### src/rtl/breakout_pkg.sv
// ---------------------------------------------------------------------------
// breakout_pkg
// Shared definitions for the breakout game blocks: screen geometry,
// object-select codes used by the main FSM handshake, colour constants,
// pixel coordinate widths, and the paddle controller state encoding.
// ---------------------------------------------------------------------------
package breakout_pkg;

  localparam int SCREEN_W = 160;
  localparam int SCREEN_H = 120;

  localparam int X_W      = 8;
  localparam int Y_W      = 7;
  localparam int COLOUR_W = 3;

  localparam logic [1:0] SEL_IDLE   = 2'd0;
  localparam logic [1:0] SEL_PADDLE = 2'd1;
  localparam logic [1:0] SEL_BALL   = 2'd2;

  localparam logic [COLOUR_W-1:0] COLOUR_BLACK = 3'b000;
  localparam logic [COLOUR_W-1:0] COLOUR_WHITE = 3'b111;

  typedef enum logic [2:0] {
    S_IDLE  = 3'd0,
    S_ERASE = 3'd1,
    S_MOVE  = 3'd2,
    S_DRAW  = 3'd3,
    S_FIN   = 3'd4
  } pad_state_e;

endpackage

### src/rtl/rect_scanner.sv
// ---------------------------------------------------------------------------
// rect_scanner
// Walks a W x H rectangle one pixel per clock, column-major within a row,
// starting from (base_x, base_y). A start pulse clears the counters and
// makes the scanner busy from the next cycle; busy stays high for exactly
// W*H cycles. x/y hold the last plotted coordinate while idle.
//
// Ports:
//   clk, rst_n       clock, asynchronous active-low reset
//   start            begin a new scan (counters restart at 0)
//   base_x, base_y   top-left corner of the rectangle
//   busy             scan in progress
//   last             current pixel is the final one of the scan
//   plot             pixel write enable (same as busy)
//   x, y             current pixel coordinate
// ---------------------------------------------------------------------------
module rect_scanner
  import breakout_pkg::*;
#(
  parameter int W = 24,
  parameter int H = 3
) (
  input  logic           clk,
  input  logic           rst_n,
  input  logic           start,
  input  logic [X_W-1:0] base_x,
  input  logic [Y_W-1:0] base_y,
  output logic           busy,
  output logic           last,
  output logic           plot,
  output logic [X_W-1:0] x,
  output logic [Y_W-1:0] y
);

  localparam logic [X_W-1:0] COL_LAST = X_W'(W - 1);
  localparam logic [Y_W-1:0] ROW_LAST = Y_W'(H - 1);

  logic           busy_q, busy_d;
  logic [X_W-1:0] col_q, col_d;
  logic [Y_W-1:0] row_q, row_d;
  logic [X_W-1:0] x_q, x_d;
  logic [Y_W-1:0] y_q, y_d;

  always_comb begin
    busy_d = busy_q;
    col_d  = col_q;
    row_d  = row_q;
    last   = busy_q && (col_q == COL_LAST) && (row_q == ROW_LAST);

    if (start) begin
      busy_d = 1'b1;
      col_d  = '0;
      row_d  = '0;
    end else if (busy_q) begin
      if (col_q == COL_LAST) begin
        col_d = '0;
        if (row_q == ROW_LAST) begin
          row_d  = '0;
          busy_d = 1'b0;
        end else begin
          row_d = row_q + 1'b1;
        end
      end else begin
        col_d = col_q + 1'b1;
      end
    end

    // Coordinates are live while scanning and frozen otherwise.
    x_d = busy_q ? (base_x + col_q) : x_q;
    y_d = busy_q ? (base_y + row_q) : y_q;
  end

  always_ff @(posedge clk or negedge rst_n) begin
    if (!rst_n) begin
      busy_q <= 1'b0;
      col_q  <= '0;
      row_q  <= '0;
      x_q    <= '0;
      y_q    <= '0;
    end else begin
      busy_q <= busy_d;
      col_q  <= col_d;
      row_q  <= row_d;
      x_q    <= x_d;
      y_q    <= y_d;
    end
  end

  assign busy = busy_q;
  assign plot = busy_q;
  assign x    = x_d;
  assign y    = y_d;

endmodule

### src/rtl/paddle_ctrl.sv
// ---------------------------------------------------------------------------
// paddle_ctrl
// Responds to the main FSM's object-select handshake. When SEL equals
// MY_CODE it erases the paddle, moves it one step from the buttons,
// redraws it, then holds DONE until the main FSM deselects it. Once
// started, the erase/move/draw sequence always completes so the paddle is
// never left half-drawn.
//
// Ports:
//   CLK, RESET_N          clock, asynchronous active-low reset
//   SEL                   object-select from main FSM
//   BTN_LEFT, BTN_RIGHT   synchronised move requests, sampled in MOVE only
//   DONE                  update complete (high in FIN while selected)
//   PLOT, X, Y, COLOUR    pixel write port to the VGA adapter
//   PADDLE_X              current paddle left edge, for ball collisions
//
// Build option: define PADDLE_ACCEL_EN to double the step once the same
// single direction has been held for three consecutive updates.
// ---------------------------------------------------------------------------
module paddle_ctrl #(
  parameter int         SCREEN_W   = breakout_pkg::SCREEN_W,
  parameter int         PAD_W      = 24,
  parameter int         PAD_H      = 3,
  parameter int         PAD_Y      = 112,
  parameter int         STEP       = 2,
  parameter logic [1:0] MY_CODE    = breakout_pkg::SEL_PADDLE,
  parameter logic [2:0] PAD_COLOUR = breakout_pkg::COLOUR_WHITE,
  parameter logic [2:0] BG_COLOUR  = breakout_pkg::COLOUR_BLACK
) (
  input  logic       CLK,
  input  logic       RESET_N,
  input  logic [1:0] SEL,
  input  logic       BTN_LEFT,
  input  logic       BTN_RIGHT,
  output logic       DONE,
  output logic       PLOT,
  output logic [7:0] X,
  output logic [6:0] Y,
  output logic [2:0] COLOUR,
  output logic [7:0] PADDLE_X
);

  import breakout_pkg::*;

  localparam logic [8:0] X_MAX9  = 9'(SCREEN_W - PAD_W);
  localparam logic [7:0] X_START = 8'((SCREEN_W - PAD_W) / 2);

  pad_state_e state_q, state_d;
  logic [7:0] pad_x_q, pad_x_d;
  logic [2:0] colour_q, colour_d;

  logic       scan_start, scan_busy, scan_last;
  logic       left_only, right_only;
  logic [8:0] step9, sum9, diff9;

  assign left_only  = BTN_LEFT & ~BTN_RIGHT;
  assign right_only = BTN_RIGHT & ~BTN_LEFT;

`ifdef PADDLE_ACCEL_EN
  // Direction of the previous MOVE: 2'b01 left, 2'b10 right, 2'b00 none/both.
  logic [1:0] hold_cnt_q, hold_cnt_d;
  logic [1:0] last_dir_q, last_dir_d;
  logic [1:0] dir_now;

  always_comb begin
    dir_now    = {right_only, left_only};
    hold_cnt_d = hold_cnt_q;
    last_dir_d = last_dir_q;
    if (state_q == S_MOVE) begin
      last_dir_d = dir_now;
      if ((dir_now != 2'b00) && (dir_now == last_dir_q))
        hold_cnt_d = (hold_cnt_q == 2'd3) ? 2'd3 : hold_cnt_q + 2'd1;
      else
        hold_cnt_d = 2'd0;
    end
    // The count after this MOVE decides the step, so the fourth
    // consecutive press is the first accelerated one.
    step9 = (hold_cnt_d == 2'd3) ? 9'(2 * STEP) : 9'(STEP);
  end

  always_ff @(posedge CLK or negedge RESET_N) begin
    if (!RESET_N) begin
      hold_cnt_q <= 2'd0;
      last_dir_q <= 2'b00;
    end else begin
      hold_cnt_q <= hold_cnt_d;
      last_dir_q <= last_dir_d;
    end
  end
`else
  assign step9 = 9'(STEP);
`endif

  // 9-bit arithmetic so underflow shows up as bit 8 and overflow as a
  // value above the right-hand limit.
  assign sum9  = {1'b0, pad_x_q} + step9;
  assign diff9 = {1'b0, pad_x_q} - step9;

  // The scan is launched one cycle ahead so the scanner is busy exactly
  // while the FSM sits in ERASE or DRAW.
  assign scan_start = ((state_q == S_IDLE) && (SEL == MY_CODE)) || (state_q == S_MOVE);

  always_comb begin
    state_d = state_q;
    pad_x_d = pad_x_q;
    DONE    = 1'b0;

    case (state_q)
      S_IDLE:  if (SEL == MY_CODE) state_d = S_ERASE;
      S_ERASE: if (scan_last) state_d = S_MOVE;
      S_MOVE: begin
        state_d = S_DRAW;
        if (left_only)
          pad_x_d = diff9[8] ? 8'd0 : diff9[7:0];
        else if (right_only)
          pad_x_d = (sum9 > X_MAX9) ? X_MAX9[7:0] : sum9[7:0];
      end
      S_DRAW:  if (scan_last) state_d = S_FIN;
      S_FIN: begin
        DONE = (SEL == MY_CODE);
        if (SEL != MY_CODE) state_d = S_IDLE;
      end
      default: state_d = S_IDLE;
    endcase

    colour_d = scan_busy ? ((state_q == S_DRAW) ? PAD_COLOUR : BG_COLOUR) : colour_q;
  end

  always_ff @(posedge CLK or negedge RESET_N) begin
    if (!RESET_N) begin
      state_q  <= S_IDLE;
      pad_x_q  <= X_START;
      colour_q <= 3'b000;
    end else begin
      state_q  <= state_d;
      pad_x_q  <= pad_x_d;
      colour_q <= colour_d;
    end
  end

  rect_scanner #(
    .W (PAD_W),
    .H (PAD_H)
  ) u_scan (
    .clk    (CLK),
    .rst_n  (RESET_N),
    .start  (scan_start),
    .base_x (pad_x_q),
    .base_y (7'(PAD_Y)),
    .busy   (scan_busy),
    .last   (scan_last),
    .plot   (PLOT),
    .x      (X),
    .y      (Y)
  );

  assign COLOUR   = colour_d;
  assign PADDLE_X = pad_x_q;

endmodule
### config.mk
export PLATFORM = sky130hd
export DESIGN_NAME = paddle_ctrl
export DESIGN_NICKNAME = d
export VERILOG_FILES = /design/src/rtl/breakout_pkg.sv /design/src/rtl/rect_scanner.sv /design/src/rtl/paddle_ctrl.sv
export SDC_FILE = /design/constraint.sdc
export NUM_CORES = 1
export LEC_CHECK = 0
export BUFFER_PORTS_ARGS = -buffer_cell sky130_fd_sc_hd__buf_4
export CORE_MARGIN = 2
export CORE_UTILIZATION = 28
export DETAILED_ROUTE_END_ITERATION = 10
export GPL_TIMING_DRIVEN = 0
export PLACE_DENSITY = 0.48
export SYNTH_ARGS = -nofsm -noshare
export SYNTH_HDL_FRONTEND = slang
export SYNTH_SLANG_ARGS = --single-unit
### constraint.sdc
create_clock -name CLK -period 2.94 [get_ports CLK]
set_clock_uncertainty 0.15 [all_clocks]
set_input_delay 0.294 -clock CLK [delete_from_list [all_inputs] [get_ports CLK]]
set_output_delay 0.294 -clock CLK [all_outputs]
set_load 0.02 [all_outputs]
==> results of run 1 <==
-- critical path: cells and delay by family, from the launching register on --
kind                       cells  cell delay, ps
buffers and inverters          1             180
adders and majority gates      1             290
AOI/OAI and AO/OA              4             760
DFF                            1             580
xor gates and xnor gates       1             200
-- timing repair --
| action | CTS | global route |
|---|---|---|
| hold endpoints to repair | 42 | 0 |
| setup endpoints to repair | 1 | 1 |
| hold buffers | 1 | 0 |
| pin swaps | 0 | 2 |
| setup buffers | 0 | 0 |
| resized for setup | 1 | 4 |
-- cell usage in the layout (no fill, tap or decap), drive strengths merged, types with 2 or more instances in the layout --
cell type / netlist / final
mux2i: 3 / 3
o41ai: 2 / 2
a21oi: 13 / 13
buf: 2 / 34
nand2b: 2 / 2
o32a: 2 / 2
a22o: 4 / 4
dfstp: 2 / 2
nor4b: 3 / 3
xnor2: 11 / 11
clkbuf: 13 / 19
nor3: 7 / 7
nand2: 19 / 19
inv: 12 / 12
o211ai: 2 / 2
and3: 4 / 4
or2: 2 / 2
nand3: 10 / 10
o21ai: 16 / 16
o31ai: 2 / 2
nor3b: 2 / 2
ha: 15 / 15
o2111ai: 4 / 4
a21o: 2 / 2
a31oi: 3 / 3
nand3b: 3 / 3
dfrtp: 42 / 42
mux2: 10 / 10
xor2: 8 / 8
nand4: 2 / 2
nor2: 28 / 28
nor2b: 6 / 6
-- worst paths after layout --
check	start	to	slack, ps	depth (start not counted)
hold reg to reg	u_scan.x_q[0]	u_scan.x_q[0]	350	1
max in group asynchronous	RESET_N	PADDLE_X[6]	1870	2
setup / recovery	PADDLE_X[2]	X[7]	180	7
min in group asynchronous	RESET_N	u_scan.row_q[2]	390	2
hold / removal	SEL[1]	state_q[2]	300	4
setup reg to reg	PADDLE_X[2]	PADDLE_X[3]	370	7
-- flip-flops by register name (all words and copies together) (netlist names) --
register,cells
u_scan.col_q,8
u_scan.x_q,8
PADDLE_X,7
u_scan.row_q,7
u_scan.y_q,7
colour_q,3
state_q,3
u_scan.busy,1
-- cell type report --
cell class              instances  area (um^2)  share of cell area
inverters                      12         45.0              0.0142
well taps                     111          139              0.0439
clock inverters                 2         35.0              0.0111
multi-input cells             204         1460               0.461
clock buffers                   6         72.6              0.0229
flip-flops and latches         44         1100               0.349
plain buffers                  15         60.1              0.0190
repair buffers                 33          250              0.0791
-- layer usage --
layer  wire length [um]  track usage  vias to the layer above
met4                107       0.0478                        0
met3                278       0.0235                        7
met5                  0            0                        -
li1                   -            -                     1061
met1               3200        0.182                     1026
met2               2640        0.188                       55
-- stage by stage --
| stage | utilization | setup WS (ps) |
|---|---|---|
| after global placement | 0.329 | 230 |
| final | 0.344 | 184 |
| after floorplan | - | 406 |
| after CTS | 0.342 | 8.51 |
| after detailed placement | 0.329 | 221 |
| after global routing | 0.344 | 5.45 |
-- power groups by stage --
stage	sequential [W]	clock, W	combinational (W)
finish	0.000933	0.000452	0.00118
global route	0.000954	0.000500	0.00131
CTS	0.000932	0.000476	0.00119
detailed placement	0.000943	0	0.00118
global placement	0.000940	0	0.00117
floorplan	0.000908	0	0.000797
-- cell families (layout without fill, tap and decap cells) --
family          after synthesis  in the layout  synth area share
flops                        44             44             0.417
xor+xnor                     19             19            0.0629
compound gates               63             63             0.162
other cells                   1              1           0.00142
mux                          13             13            0.0540
buf+inv                      27             68            0.0398
fa+ha+maj                    15             15            0.0710
simple gates                 93             93             0.191
==> qor.csv, run 1 <==
metric,value,unit
drt pass-1 iters,4,
crit path cell chain,"ha_1, a21oi_4, o21ai_1, o41ai_2, xnor2_1, a21oi_2, buf_4",
peak supply drop,0.221,mV
largest net degree at the start of global routing,45,
logic gate share of total power,0.460,
DRC,0,
number of global-route vias before repair,2018,
root buffer cell,clkbuf_8,
synth cell count leaders,"42 x dfrtp_1, 27 x nor2_1, 19 x nand2_1",
CTS H-Tree Depth,2,
Synth cell types,58,
# IOs,34,
total power,0.00256,W
Cell Rows,35,
"Primary FF master, synth",dfrtp_1,
Yosys top cell area share,0.398,
Setup crit end kind,output port,
clock share of power,0.176,
Port Buffers,32,
fin crit share,0.937,
HP Class,in -> reg,
#FFs+latches synth,44,
worst slew pin tran,945,ps
Core Area,9200,um^2
Layout area overhead,19.6,%
synth warn,0,
CP max stage delay,580,ps
Total GRT Usage,0.126,
full die area,10200,um^2
CTS tree,yes,
"top cells by area, synth","dfrtp_1 40%, ha_1 7.1%, mux2_2 4.3%, nor2_1 3.8%, xnor2_1 3.6%",
Yosys top cell by area,dfrtp_1,
fraction of registers with async set/reset,1.00,
initial core utilization,0.287,
switch share,0.398,
RSZ-0062 raised after global routing,no,
Post-Syn Instances,275,
Mapped Area,2640,um^2
Sink Count,44,
later-pin clock latency in the skew report,290,ps
Total Nets Final,336,
global-route wire length before repair,10300,um
total grt overflow,0,
Mapped Nets,296,
"Req. time, crit path",2500,ps
Placed Cells,418,
Fill cells,949,
min cycle time layout,2760,ps
chip width,101,um
GPL Wtd Cong,0.833,
endpoints failing hold,0,
Worst Path Max Fanout,4,
Pleak,1.38,nW
DP Area,3020,um^2
switching pwr,0.00102,W
initial antenna violation count,0,
final slew viol count,0,
"EDFF count, synth",0,
vias,2149,
Sequential Power Share,0.364,
final instance area,3160,um^2
sequential area share after synthesis,0.417,
relative slew slack,0.368,
FMAX,363,MHz
syn avg cell area,9.61,um^2
Cell Pwr Density,810,nW/um^2
Final setup violation count,0,
CP max-delay cell,dfstp_2,
fin cells,427,
routed len/inst,14.6,um
Via density,5.03,
die height,101,um
"Clk pin slew, worst setup/hold paths",80,ps
Final TNS setup,0,ps
crit start category,flop,
CTS Buffer Depth,2,
worst setup path category,reg -> out,
CTS Buf Count,5,
ant diodes,0,
most frequent cell after synthesis,dfrtp_1,
WL final,6230,um
Power Internal,0.00154,W
Hold WS,303,ps
Max Cap Violations,0,
Worst EP arrival,2310,ps
initial drt markers,93,
HPWL Detailed,4500,um
final antenna-violating net count,0,
layout cells sized above 1,0.206,
outcome,completed,
(Power assumes the default switching activity.)
==> run 2: changes to the inputs <==
--- a/config.mk
+++ b/config.mk
@@ -6,11 +6,13 @@
 export NUM_CORES = 1
 export LEC_CHECK = 0
 export BUFFER_PORTS_ARGS = -buffer_cell sky130_fd_sc_hd__buf_4
+export CELL_PAD_IN_SITES_DETAIL_PLACEMENT = 0
+export CELL_PAD_IN_SITES_GLOBAL_PLACEMENT = 1
 export CORE_MARGIN = 2
 export CORE_UTILIZATION = 28
 export DETAILED_ROUTE_END_ITERATION = 10
 export GPL_TIMING_DRIVEN = 0
-export PLACE_DENSITY = 0.48
+export PLACE_DENSITY = 0.57
 export SYNTH_ARGS = -nofsm -noshare
 export SYNTH_HDL_FRONTEND = slang
 export SYNTH_SLANG_ARGS = --single-unit
==> qor.csv, run 2 (synthesis results as in run 1) <==
metric,value,unit,change
initial antenna violation count,0,,unchanged
CTS tree,yes,,
root buffer cell,clkbuf_8,,
Sequential Power Share,0.357,,-0.007
chip width,101,um,unchanged
number of global-route vias before repair,1934,,-4.2%
logic gate share of total power,0.452,,-0.008
crit start category,flop,,
CTS Buffer Depth,2,,unchanged
outcome,completed,,
HP Class,in -> reg,,
clock share of power,0.192,,+0.016
# IOs,34,,unchanged
hold depth,4,,unchanged
Worst Hold End,state_q[2],,
grt met1 use,0.188,,+0.00656
Max Cap Violations,0,,unchanged
worst slew pin tran,891,ps,-54.5 ps
Total GRT Usage,0.129,,+0.00263
DRC,0,,unchanged
Cell Rows,35,,unchanged
"Req. time, crit path",2500,ps,about the same
Final TNS setup,0,ps,unchanged
r2r setup slk,260,ps,-110 ps
global-route wire length before repair,10300,um,+0.60%
"CP delay by family, top",compound AO/OA/AOI/OAI gates,,
vias,2126,,-1.1%
CP bufs+invs,1,,unchanged
Pleak,1.39,nW,+0.87%
layout cells sized above 1,0.208,,+0.00251
total grt overflow,0,,unchanged
later-pin clock latency in the skew report,300,ps,about the same
fin cells,428,,+0.23%
fin crit share,0.948,,+0.0107
Hold Crit Start,SEL[1],,
Power Internal,0.00157,W,+1.6%
grt met2 use,0.192,,+0.00357
final slew viol count,0,,unchanged
Worst R2R Path Depth,8,,+1
switching pwr,0.00103,W,+0.90%
crit path cell chain,"ha_1, a21oi_4, o21ai_1, o41ai_2, xnor2_1, a21oi_1, buf_4",,
layer with the highest usage,met2,,
full die area,10200,um^2,unchanged
worst r2r dst,PADDLE_X[3],,
Placed Cells,418,,unchanged
peak supply drop,0.235,mV,+6.4%
RSZ-0062 raised after global routing,no,,
Layout area overhead,20.3,%,
endpoints failing hold,0,,unchanged
grt met3 use,0.0207,,-0.00276
die height,101,um,unchanged
Via density,4.97,,-1.3%
GPL Wtd Cong,0.827,,-0.80%
CP max stage delay,560,ps,-20 ps
FF-to-FF Start,PADDLE_X[2],,
crit path from,PADDLE_X[2],,
final antenna-violating net count,0,,unchanged
Fill cells,953,,+0.42%
worst setup path category,reg -> out,,
initial core utilization,0.287,,unchanged
ant diodes,0,,unchanged
Cell Pwr Density,816,nW/um^2,+0.75%
drt pass-1 iters,4,,unchanged
Final setup violation count,0,,unchanged
FMAX,359,MHz,-1.1%
Port Buffers,32,,unchanged
initial drt markers,60,,-35%
most common library cell in the layout ignoring fill and taps,dfrtp_1,,
relative slew slack,0.405,,+0.0364
Setup crit end kind,output port,,
routed len/inst,14.9,um,+1.9%
total power,0.00260,W,+1.3%
most frequent cells in the layout,"42 x dfrtp_1, 34 x buf_4, 27 x nor2_1",,
CTS H-Tree Depth,2,,unchanged
HPWL Detailed,4490,um,-0.35%
WL final,6360,um,+2.2%
top flop regs,"u_scan.col_q (8), u_scan.x_q (8)",,
Total Nets Final,337,,+0.30%
Sink Count,44,,unchanged
Worst EP arrival,2340,ps,+30 ps
"Clk pin slew, worst setup/hold paths",90,ps,about the same
CTS Buf Count,5,,unchanged
Worst Path Max Fanout,4,,unchanged
largest net degree at the start of global routing,45,,unchanged
min cycle time layout,2790,ps,+31.6 ps
Core Area,9200,um^2,unchanged
CP max-delay cell,dfstp_2,,
switch share,0.396,,-0.00160
## run 2: changes by cell type in the layout (fill, tap and decap cells not counted), sizes merged
cell,change
buf,+1
## run 2: stage by stage
step / worst slack (ps) / hold WS (ps) / utilization / cell area [um^2]
finish: 153 / 315 / 0.346 / 3180
global route: 38.9 / 346 / 0.346 / 3180
CTS: 103 / 317 / 0.344 / 3170
detailed placement: 257 / 195 / 0.329 / 3020
global placement: 201 / 183 / 0.329 / 3020
floorplan: 406 / -152 / - / 2640
## run 2: what timing repair did
item | in CTS | in global routing
pin swaps | 0 | 1
resized for setup | 2 | 2
buffers inserted | 0 | 1
endpoints found under the hold margin | 42 | 0
hold buffers | 1 | 0
endpoints found under the setup margin | 1 | 1
## run 2: power by group through the flow
stage | Combinational, W | Clock (W) | Sequential, W
floorplan | 0.000797 | 0 | 0.000908
global placement | 0.00117 | 0 | 0.000936
detailed placement | 0.00117 | 0 | 0.000940
CTS | 0.00118 | 0.000519 | 0.000929
global route | 0.00130 | 0.000541 | 0.000956
finish | 0.00117 | 0.000498 | 0.000926
## run 2: per-layer routing
layer / up-vias / wire (um)
met5: - / 0
met4: 0 / 104
met3: 8 / 185
met2: 38 / 2780
met1: 1017 / 3290
li1: 1063 / -
## run 2: worst reg2reg max path: stages (launching register included)
cell,delay (ps)
dfstp_2,560
buf_4,120
clkbuf_1,280
inv_1,80
ha_1,330
a211o_1,280
a31oi_1,150
o211ai_1,220
o32a_1,390
## run 2: cell type report
cell class                      count  area, um^2  area share
Multi-Input combinational cell    204        1450       0.457
Inverter                           12        45.0      0.0142
Tap cell                          111         139      0.0437
Buffer                             15        60.1      0.0189
Timing Repair Buffer               34         258      0.0810
Sequential cell                    44        1100       0.347
Clock inverter                      2        38.8      0.0122
Clock buffer                        6        82.6      0.0260
## run 2: worst max path at each step
stage	slack, ps	cells past startpoint	to
2_1_floorplan	410	6	X[7]
4_1_cts	100	7	X[7]
6_report	150	7	X[7]
5_1_grt	40	7	X[7]
3_3_place_gp	200	7	X[7]
3_5_place_dp	260	7	X[7]
